<file path="src/rtl/microwave_ctrl.sv">
// Microwave oven controller: button/door driven cook sequencer with a
// one-second prescaler, programmable cook time and end-of-cook hold.
//
// state    | meaning
// ---------+-----------------------------------------------------------
// S_IDLE   | no time programmed, waiting for an up press
// S_READY  | time programmed, waiting for start with the door closed
// S_COOK   | heater on, counting remain_sec down once per second
// S_PAUSE  | cook interrupted by door or stop, time and prescaler held
// S_END    | cook finished, holding END_HOLD_SEC seconds before IDLE
module microwave_ctrl #(
    parameter int TICKS_PER_SEC = 100_000_000,
    parameter int STEP_SEC      = 10,
    parameter int MAX_SEC       = 990,
    parameter int END_HOLD_SEC  = 3
) (
    input  logic       clk,
    input  logic       reset,
    input  logic       mode_active,
    input  logic       btn_start,
    input  logic       btn_stop,
    input  logic       btn_up,
    input  logic       btn_down,
    input  logic       door_open,
    output logic [2:0] oven_state,
    output logic [9:0] remain_sec,
    output logic [1:0] door_history,
    output logic       heater_on,
    output logic       end_pulse
);

    typedef enum logic [2:0] {
        S_IDLE  = 3'b000,
        S_READY = 3'b001,
        S_COOK  = 3'b010,
        S_PAUSE = 3'b011,
        S_END   = 3'b100
    } state_t;

    localparam int PW = (TICKS_PER_SEC > 1) ? $clog2(TICKS_PER_SEC) : 1;
    localparam int HW = (END_HOLD_SEC > 1) ? $clog2(END_HOLD_SEC) : 1;
    localparam logic [PW-1:0] PRESC_LAST = PW'(TICKS_PER_SEC - 1);
    localparam logic [HW-1:0] HOLD_LAST  = HW'(END_HOLD_SEC - 1);
    localparam logic [9:0]    STEP_R     = 10'(STEP_SEC);
    localparam logic [9:0]    MAX_R      = 10'(MAX_SEC);

    state_t          state_q, state_nxt;
    logic [PW-1:0]   presc_q, presc_nxt;
    logic [HW-1:0]   hold_q, hold_nxt;
    logic [9:0]      remain_nxt;
    logic            hist1_nxt;
    logic            heater_nxt;
    logic            pulse_nxt;

    logic            start, stop, up, down;
    logic            door_rise;
    logic            wrap;
    logic [10:0]     up_sum;
    logic [9:0]      up_val;
    logic [9:0]      dn_val;

    // Buttons only count while the microwave mode owns the front panel;
    // up and down together cancel each other out.
    assign start     = mode_active & btn_start;
    assign stop      = mode_active & btn_stop;
    assign up        = mode_active & btn_up & ~btn_down;
    assign down      = mode_active & btn_down & ~btn_up;
    assign door_rise = door_open & ~door_history[0];
    assign wrap      = (presc_q == PRESC_LAST);

    // Saturating time adjust, computed one bit wider so the ceiling check cannot wrap.
    assign up_sum = {1'b0, remain_sec} + {1'b0, STEP_R};
    assign up_val = (up_sum > {1'b0, MAX_R}) ? MAX_R : up_sum[9:0];
    assign dn_val = (remain_sec > STEP_R) ? (remain_sec - STEP_R) : 10'd0;

    assign oven_state = state_q;

    // Next-state, cook-time and prescaler decisions.
    always_comb begin
        state_nxt  = state_q;
        remain_nxt = remain_sec;
        presc_nxt  = presc_q;
        hold_nxt   = hold_q;
        case (state_q)
            S_IDLE: begin
                if (up) begin
                    state_nxt  = S_READY;
                    remain_nxt = up_val;
                end
            end
            S_READY: begin
                if (stop) begin
                    state_nxt  = S_IDLE;
                    remain_nxt = '0;
                end else if (start) begin
                    // a start with the door open is swallowed, not deferred
                    if (!door_open) begin
                        state_nxt = S_COOK;
                        presc_nxt = '0;
                    end
                end else if (up) begin
                    remain_nxt = up_val;
                end else if (down) begin
                    remain_nxt = dn_val;
                    if (dn_val == 10'd0) begin
                        state_nxt = S_IDLE;
                    end
                end
            end
            S_COOK: begin
                // pausing wins over a coincident wrap so no second is lost
                if (door_open || stop) begin
                    state_nxt = S_PAUSE;
                end else if (wrap) begin
                    presc_nxt = '0;
                    if (remain_sec <= 10'd1) begin
                        remain_nxt = '0;
                        state_nxt  = S_END;
                        hold_nxt   = '0;
                    end else begin
                        remain_nxt = remain_sec - 10'd1;
                    end
                end else begin
                    presc_nxt = presc_q + 1'b1;
                end
            end
            S_PAUSE: begin
                if (stop) begin
                    state_nxt  = S_IDLE;
                    remain_nxt = '0;
                end else if (start && !door_open) begin
                    state_nxt = S_COOK;
                end
            end
            S_END: begin
                if (stop || door_rise) begin
                    state_nxt = S_IDLE;
                end else if (wrap) begin
                    presc_nxt = '0;
                    if (hold_q == HOLD_LAST) begin
                        state_nxt = S_IDLE;
                    end else begin
                        hold_nxt = hold_q + 1'b1;
                    end
                end else begin
                    presc_nxt = presc_q + 1'b1;
                end
            end
            default: begin
                state_nxt  = S_IDLE;
                remain_nxt = '0;
            end
        endcase

        if (state_nxt == S_IDLE) begin
            presc_nxt = '0;
        end

        hist1_nxt = door_history[1];
        if (state_nxt == S_IDLE) begin
            hist1_nxt = 1'b0;
        end else if (door_rise && (state_q != S_IDLE)) begin
            hist1_nxt = 1'b1;
        end

        heater_nxt = (state_nxt == S_COOK);
        pulse_nxt  = (state_nxt == S_END) && (state_q != S_END);
    end

    // State and output registers; reset overrides every input.
    always_ff @(posedge clk) begin
        if (reset) begin
            state_q      <= S_IDLE;
            remain_sec   <= '0;
            presc_q      <= '0;
            hold_q       <= '0;
            door_history <= '0;
            heater_on    <= 1'b0;
            end_pulse    <= 1'b0;
        end else begin
            state_q      <= state_nxt;
            remain_sec   <= remain_nxt;
            presc_q      <= presc_nxt;
            hold_q       <= hold_nxt;
            door_history <= {hist1_nxt, door_open};
            heater_on    <= heater_nxt;
            end_pulse    <= pulse_nxt;
        end
    end

endmodule

</file>
<file path="config.mk">
export PLATFORM = sky130hd
export DESIGN_NAME = microwave_ctrl
export DESIGN_NICKNAME = d
export VERILOG_FILES = /design/src/rtl/microwave_ctrl.sv
export SDC_FILE = /design/constraint.sdc
export NUM_CORES = 1
export LEC_CHECK = 0
export ABC_AREA = 1
export CORE_AREA = 2 2 117 119
export DETAILED_ROUTE_END_ITERATION = 8
export DIE_AREA = 0 0 119 121
export SYNTH_ARGS = -nofsm -noshare
export SYNTH_HDL_FRONTEND = slang
export SYNTH_SLANG_ARGS = --single-unit
</file>
<file path="constraint.sdc">
create_clock -name clk -period 6.5 [get_ports clk]
set_input_delay 0.65 -clock clk [delete_from_list [all_inputs] [get_ports clk]]
set_output_delay 0.65 -clock clk [all_outputs]
set_load 0.02 [all_outputs]
</file>
==> flow_metrics.env <==
export IMPL_ys_flop_type="dfxtp_1"
export IMPL_pwr_share_comb_pct=48.4
export IMPL_synth_top_cell_area_share_pct=24.50
export IMPL_nNetsFinal=613
export IMPL_worstSkewPairLatency_ns=0.29
export IMPL_fin_tns_setup_ns=0
export IMPL_cts_resized=0
export IMPL_clock_sinks=46
export IMPL_design_core_area_um2=13090
export IMPL_place_congestion=0.8871
export IMPL_die_w_um=119
export IMPL_power_leakage_nw=1.676
export IMPL_cts_buffer_depth=2
export IMPL_drive_gt1_share_pct=12.06
export IMPL_drt_total_wl_mm=10.04
export IMPL_switchingPower_mw=0.5686
export IMPL_syn_avg_cell_area_um2=6.503
export IMPL_synth_edf_count=0
export IMPL_status="complete, no violations"
export IMPL_cts_hold_buffers=0
export IMPL_drt_iter0_markers=187
export IMPL_grt_overflow=0
export IMPL_p_int_mw=0.6674
export IMPL_worstSetupEndpointType="register"
export IMPL_critPathKind="primary input to register"
export IMPL_critPathLaunchType="primary input"
export IMPL_n_fill_cell=1429
export IMPL_final_instance_count_excl_fill=773
export IMPL_synth_net_count=595
export IMPL_grt_first_pass_wirelength_mm=16.92
export IMPL_worst_r2r_path_depth=14
export IMPL_cp_max_fo=14
export IMPL_cts_setup_buffers=0
export IMPL_dieArea_um2=14400
export IMPL_cts_buffers=5
export IMPL_worstPathCellList="clkdlybuf4s50_1, nand2_1, nor2_1, nand2_1, o21ai_2, inv_1, nor2_2, nand2_1, nor2_1, a21oi_1, o21ai_0, nor2_4"
export IMPL_start_util_pct=28.72
export IMPL_pre_cts_ws_ns=3.520
export IMPL_rsz0062_at_grt="no"
export IMPL_slowest_stage="clkdlybuf4s50_1"
export IMPL_hold_depth=2
export IMPL_setup_violations_final=0
export IMPL_ir_worst_vdd_v=0.0001167
export IMPL_cts_max_level=2
export IMPL_path_delay_family="simple AND/OR/NAND/NOR gates"
export IMPL_period_needed_ns=2.680
export IMPL_grt_pass1_vias=3441
export IMPL_antenna_found_initial=0
export IMPL_dp_hpwl_mm=7.516
export IMPL_root_buffer="clkbuf_16"
export IMPL_hold_viol_final=0
export IMPL_p_per_area_nw_per_um2=289.3
export IMPL_yosysTopAreaCell="dfxtp_1"
export IMPL_drcViolationCount=0
export IMPL_power_share_sequential_pct=27.4
export IMPL_cp_depth=12
export IMPL_cts_tree="yes"
export IMPL_p_clk_share_pct=24.1
export IMPL_n_antenna_cell=0
export IMPL_post_route_period_util_pct=41.22
export IMPL_grt_total_usage_pct=14.36
export IMPL_syn_inst=578
export IMPL_firstDrtPassIters=4
export IMPL_seq_area_um2=920.9
export IMPL_synth_area_leaders="dfxtp_1, nand2_1, inv_1, nor2_4, nand3_1"
export IMPL_worstMarginPinSlew_ns=0.7674
export IMPL_maxSlewViolCount=0
export IMPL_yosysWarnings=0
export IMPL_cp_required_ns=6.68
export IMPL_fmax_mhz=373.2
export IMPL_synth_ff_latch_count=46
export IMPL_arrival_ns=2.86
export IMPL_max_cap_viol_count=0
export IMPL_critical_path_max_stage_delay_ns=0.51
export IMPL_wire_per_inst_um=12.98
export IMPL_relSlewSlack_pct=48.68
export IMPL_rows=42
export IMPL_die_h_um=121
export IMPL_clock_skew_ns=0.007489
export IMPL_via_count=3727
export IMPL_cp_num_buf_inv=2
export IMPL_grt_max_degree=29
export IMPL_synth_cell_type_count=45
export IMPL_multiInputGateArea_um2=2424
export IMPL_synth_seq_area_share_pct=24.50
export IMPL_synthArstFlopShare_pct=0
export IMPL_via_per_inst=4.821
export IMPL_fin_ws_ns=3.820
export IMPL_io_buffers=24
export IMPL_syn2layout_area_growth_pct=13.65
export IMPL_total_power_mw=1.236
export IMPL_dp_cells=765
export IMPL_ant_nets=0
export IMPL_cp_common_cell="nand2_1"
export IMPL_pin_count=25
export IMPL_clk_pin_slew_ns=0.07
export IMPL_swShare_pct=46.00
export IMPL_hold_path_class="register to register"
export IMPL_netlist_area_um2=3759
## state kept, by name (all words and copies together) (netlist names)
signal	count
door_history	2
end_pulse	1
heater_on	1
hold_q	2
oven_state	3
presc_q	27
remain_sec	10
## logic make-up (layout without fill, tap and decap cells)
kind of cell    after synthesis  count (layout)  share of synthesized area [%]
compound gates               80              80                          12.65
xor+xnor                     12              12                          2.796
fa+ha+maj                     9               9                          2.996
buf+inv                      93             112                          11.02
flops                        46              46                          24.50
simple gates                338             338                          46.04
## worst reg2reg max path: stages (launching register included)
cell and delay (ns):
dfxtp_1 0.59, inv_1 0.20, ha_1 0.25, inv_1 0.08, nand2_1 0.12, nand2_1 0.12
nor2_1 0.05, xor2_1 0.16, nor2_2 0.06, nor2_2 0.13, nand3_2 0.09, nand2_4 0.09
nand4_4 0.10, nand2_8 0.33, nor2_1 0.10
## synth_stat cells, types with 2 or more instances
| library cell | number |
|---|---|
| nor3_1 | 23 |
| a21o_1 | 2 |
| o22ai_1 | 3 |
| nor4_1 | 3 |
| o31ai_1 | 3 |
| o21ai_0 | 25 |
| nand3_1 | 51 |
| clkbuf_1 | 3 |
| ha_1 | 9 |
| nor2_2 | 9 |
| o21ai_1 | 2 |
| inv_1 | 72 |
| nand4_1 | 11 |
| buf_6 | 2 |
| buf_2 | 5 |
| nor2_4 | 24 |
| nand2_2 | 5 |
| nand2_4 | 5 |
| nand3b_1 | 3 |
| a21oi_1 | 28 |
| xor2_1 | 11 |
| o21a_1 | 2 |
| dfxtp_1 | 46 |
| a31oi_1 | 2 |
| inv_2 | 7 |
| buf_12 | 2 |
| o21ai_2 | 2 |
| or2_2 | 2 |
| nand3_2 | 3 |
| o211ai_1 | 4 |
| nor2_1 | 60 |
| nand2_1 | 135 |
| nor3_2 | 2 |
## per-layer routing
layer	GRT usage (%)	routed length [um]
met1	21.27	5277
met2	21.73	4160
met3	2.115	462
met4	3.497	137
met5	0	0
## path summary, 6_finish.rpt
check,startpoint,endpoint,slack (ns)
max,mode_active,presc_q[17],3.82
min reg2reg,hold_q[1],hold_q[1],0.52
min,hold_q[1],hold_q[1],0.52
max reg2reg,remain_sec[1],presc_q[20],3.92
## metrics by stage
step,cell area [um^2],utilization [%],hold slack [ns]
global route,4272,32.64,0.5458
detailed placement,4105,31.37,0.4804
finish,4272,32.64,0.5154
CTS,4272,32.64,0.5132
floorplan,3759,-,0.4556
global placement,4105,31.37,0.4804
## power groups by stage
stage / clock network (mW) / logic [mW] / registers, mW
CTS: 0.305 / 0.596 / 0.339
global placement: 0 / 0.592 / 0.346
detailed placement: 0 / 0.592 / 0.345
finish: 0.298 / 0.599 / 0.339
global route: 0.316 / 0.668 / 0.342
floorplan: 0 / 0.477 / 0.345
## cell type report
type / instances / area share, %
multi-input combinational: 439 / 56.74
sequential: 46 / 21.56
clock buffer: 6 / 3.017
inverter: 80 / 7.030
timing repair buffer: 24 / 5.624
tap: 176 / 5.155
clock inverter: 2 / 0.8787
## cell usage in the layout, fill, tap and decap left out, types with 4 or more instances in the layout
master	netlist	routed
nor2_2	9	9
ha_1	9	9
nand2_1	135	135
nor2_1	60	60
xor2_1	11	11
inv_1	72	72
o21ai_0	25	25
nand2_2	5	5
nor2_4	24	24
nand4_1	11	11
clkbuf_16	0	5
nand2_4	5	5
o211ai_1	4	4
inv_2	7	7
nand3_1	51	51
nor3_1	23	23
clkdlybuf4s50_1	0	24
a21oi_1	28	28
dfxtp_1	46	46
Note: power is estimated with default switching activity, not from simulation.
==> edit (same settings) <==
The parameter `TICKS_PER_SEC` goes from 100_000_000 to 25_000_000.
--- a/src/rtl/microwave_ctrl.sv
+++ b/src/rtl/microwave_ctrl.sv
@@ -9,7 +9,7 @@
 // S_PAUSE  | cook interrupted by door or stop, time and prescaler held
 // S_END    | cook finished, holding END_HOLD_SEC seconds before IDLE
 module microwave_ctrl #(
-    parameter int TICKS_PER_SEC = 100_000_000,
+    parameter int TICKS_PER_SEC = 25_000_000,
     parameter int STEP_SEC      = 10,
     parameter int MAX_SEC       = 990,
     parameter int END_HOLD_SEC  = 3
Check against the original RTL: no difference found for any inputs over 4 cycles, from zero or initial values and one cycle with reset high; that may be too few to reach the edited logic, so the function may still have changed.
==> edit against the unedited design <==
Hold slack got worse by 0.057 ns; sequential cell count down 2; area after synthesis is 0.63% higher; wire length fell by 3.1%; register-to-register slack got worse by 0.20 ns; non-clock buffer count grew 1; setup slack got worse by 0.096 ns; die area did not move; cell count is 2.5% higher; final area rose by 0.47%; via count fell by 0.72%; total power grew 10%; critical endpoint is now presc_q[13]$_SDFFE_PP0P_; largest cell class unchanged.
==> edit: results (changes against the unedited design) <==
worst hold slack - 0.4587 ns (was 0.5154 ns)
met2 Track Usage GR - 24.25% (was 21.73%)
met3 routed WL - 286 um (was 462 um)
Clock Power Share - 22.7% (was 24.1%)
Final HPWL DP - 7278 um (was 7516 um)
Fillers - 1,443 (was 1,429)
DRT iter0 DRCs - 253 (was 187)
critical path startpoint - remain_sec[1]$_SDFFE_PP0P_ (was mode_active)
share of layout cells above drive strength 1 - 12.18% (was 12.06%)
wire length per cell - 12.28 um (was 12.98 um)
Hold Path End - hold_q[1]$_SDFFE_PP0P_ (unchanged)
Crit path largest cell delay - 0.83 ns (was 0.51 ns)
dpl ws - 3.488 ns (was 3.520 ns)
max FFs per register - 25 (was 27)
Sw Ratio - 47.78% (was 46.00%)
met1 usage - 18.52% (was 21.27%)
Worst Skew - 0.01134 ns (was 0.007489 ns)
status - finished, final reports clean (unchanged)
sequential-to-total area share from yosys stat - 23.29% (was 24.50%)
reg-to-reg slack, setup - 3.72 ns (was 3.92 ns)
Arr. time, crit path - 2.91 ns (was 2.86 ns)
Reg with most FFs - presc_q (unchanged)
Crit Path Max Fanout - 26 (was 14)
Synth area leaders - dfxtp_1 23%, nand2_1 16%, nand3_1 7.9% (was dfxtp_1 25%, nand2_1 13%, inv_1 7.2%)
vias in the first global route - 3,507 (was 3,441)
family with the most delay on the worst path - compound AO/OA/AOI/OAI gates (was simple AND/OR/NAND/NOR gates)
Post-Syn Area per Cell - 6.293 um^2 (was 6.503 um^2)
dpl cells - 784 (was 765)
Commonest cells post-synth - 157 x nand2_1, 64 x nor2_1, 60 x inv_1, 60 x nand3_1, 44 x dfxtp_1 (was 135 x nand2_1, 72 x inv_1, 60 x nor2_1)
wire length on met2 - 4572 um (was 4160 um)
first-pass GRT wire length - 16,700 um (was 16,920 um)
DP Area - 0.004109 mm^2 (was 0.004105 mm^2)
Crit Path Class - reg -> reg (was in -> reg)
Finished Layout Cells - 792 (was 773)
largest net degree at the start of global routing - 34 (was 29)
Flop pwr share - 25.0% (was 27.4%)
Final period util - 42.70% (was 41.22%)
area leader, netlist - dfxtp_1 (unchanged)
syn_nets - 618 (was 595)
Worst slew margin - 30.49% (was 48.68%)
Max IR drop VDD - 0.08874 mV (was 0.1167 mV)
reg2reg end - presc_q[13]$_SDFFE_PP0P_ (was presc_q[20]$_SDFFE_PP0P_)
gr usage total - 14.09% (was 14.36%)
total design power - 1.363 mW (was 1.236 mW)
met3 Usage GRT - 1.833% (was 2.115%)
static leakage - 1.744 nW (was 1.676 nW)
gpl congestion - 0.9060 (was 0.8871)
CP max stage cell - o21ai_4 (was clkdlybuf4s50_1)
## edit: cell count changes in the layout (fill, tap and decap cells not counted), moves of 12 or more
cell | before | now
nor2_4 | 24 | 2
a21oi_2 | 1 | 20
inv_1 | 72 | 60
nand2_1 | 135 | 157
## edit: cell type report
cell class / count / area (um^2) / area share (%)
inverters: 80 / 306.5 / 7.143
clock inverters: 1 / 30.03 / 0.6997
clock buffers: 7 / 152.6 / 3.557
flip-flops and latches: 44 / 880.8 / 20.52
multi-input cells: 459 / 2454 / 57.17
well taps: 176 / 220.2 / 5.131
repair buffers: 25 / 247.7 / 5.773
## edit: cell families (layout without fill, tap and decap cells)
kind of cell    count (synthesis)  in the layout  synth area share [%]
fa+ha+maj                       9              9                 2.977
flops                          44             44                 23.29
simple gates                  340            340                 41.81
xor+xnor                       16             16                 3.705
compound gates                 94             94                 16.37
buf+inv                        98            113                 11.84
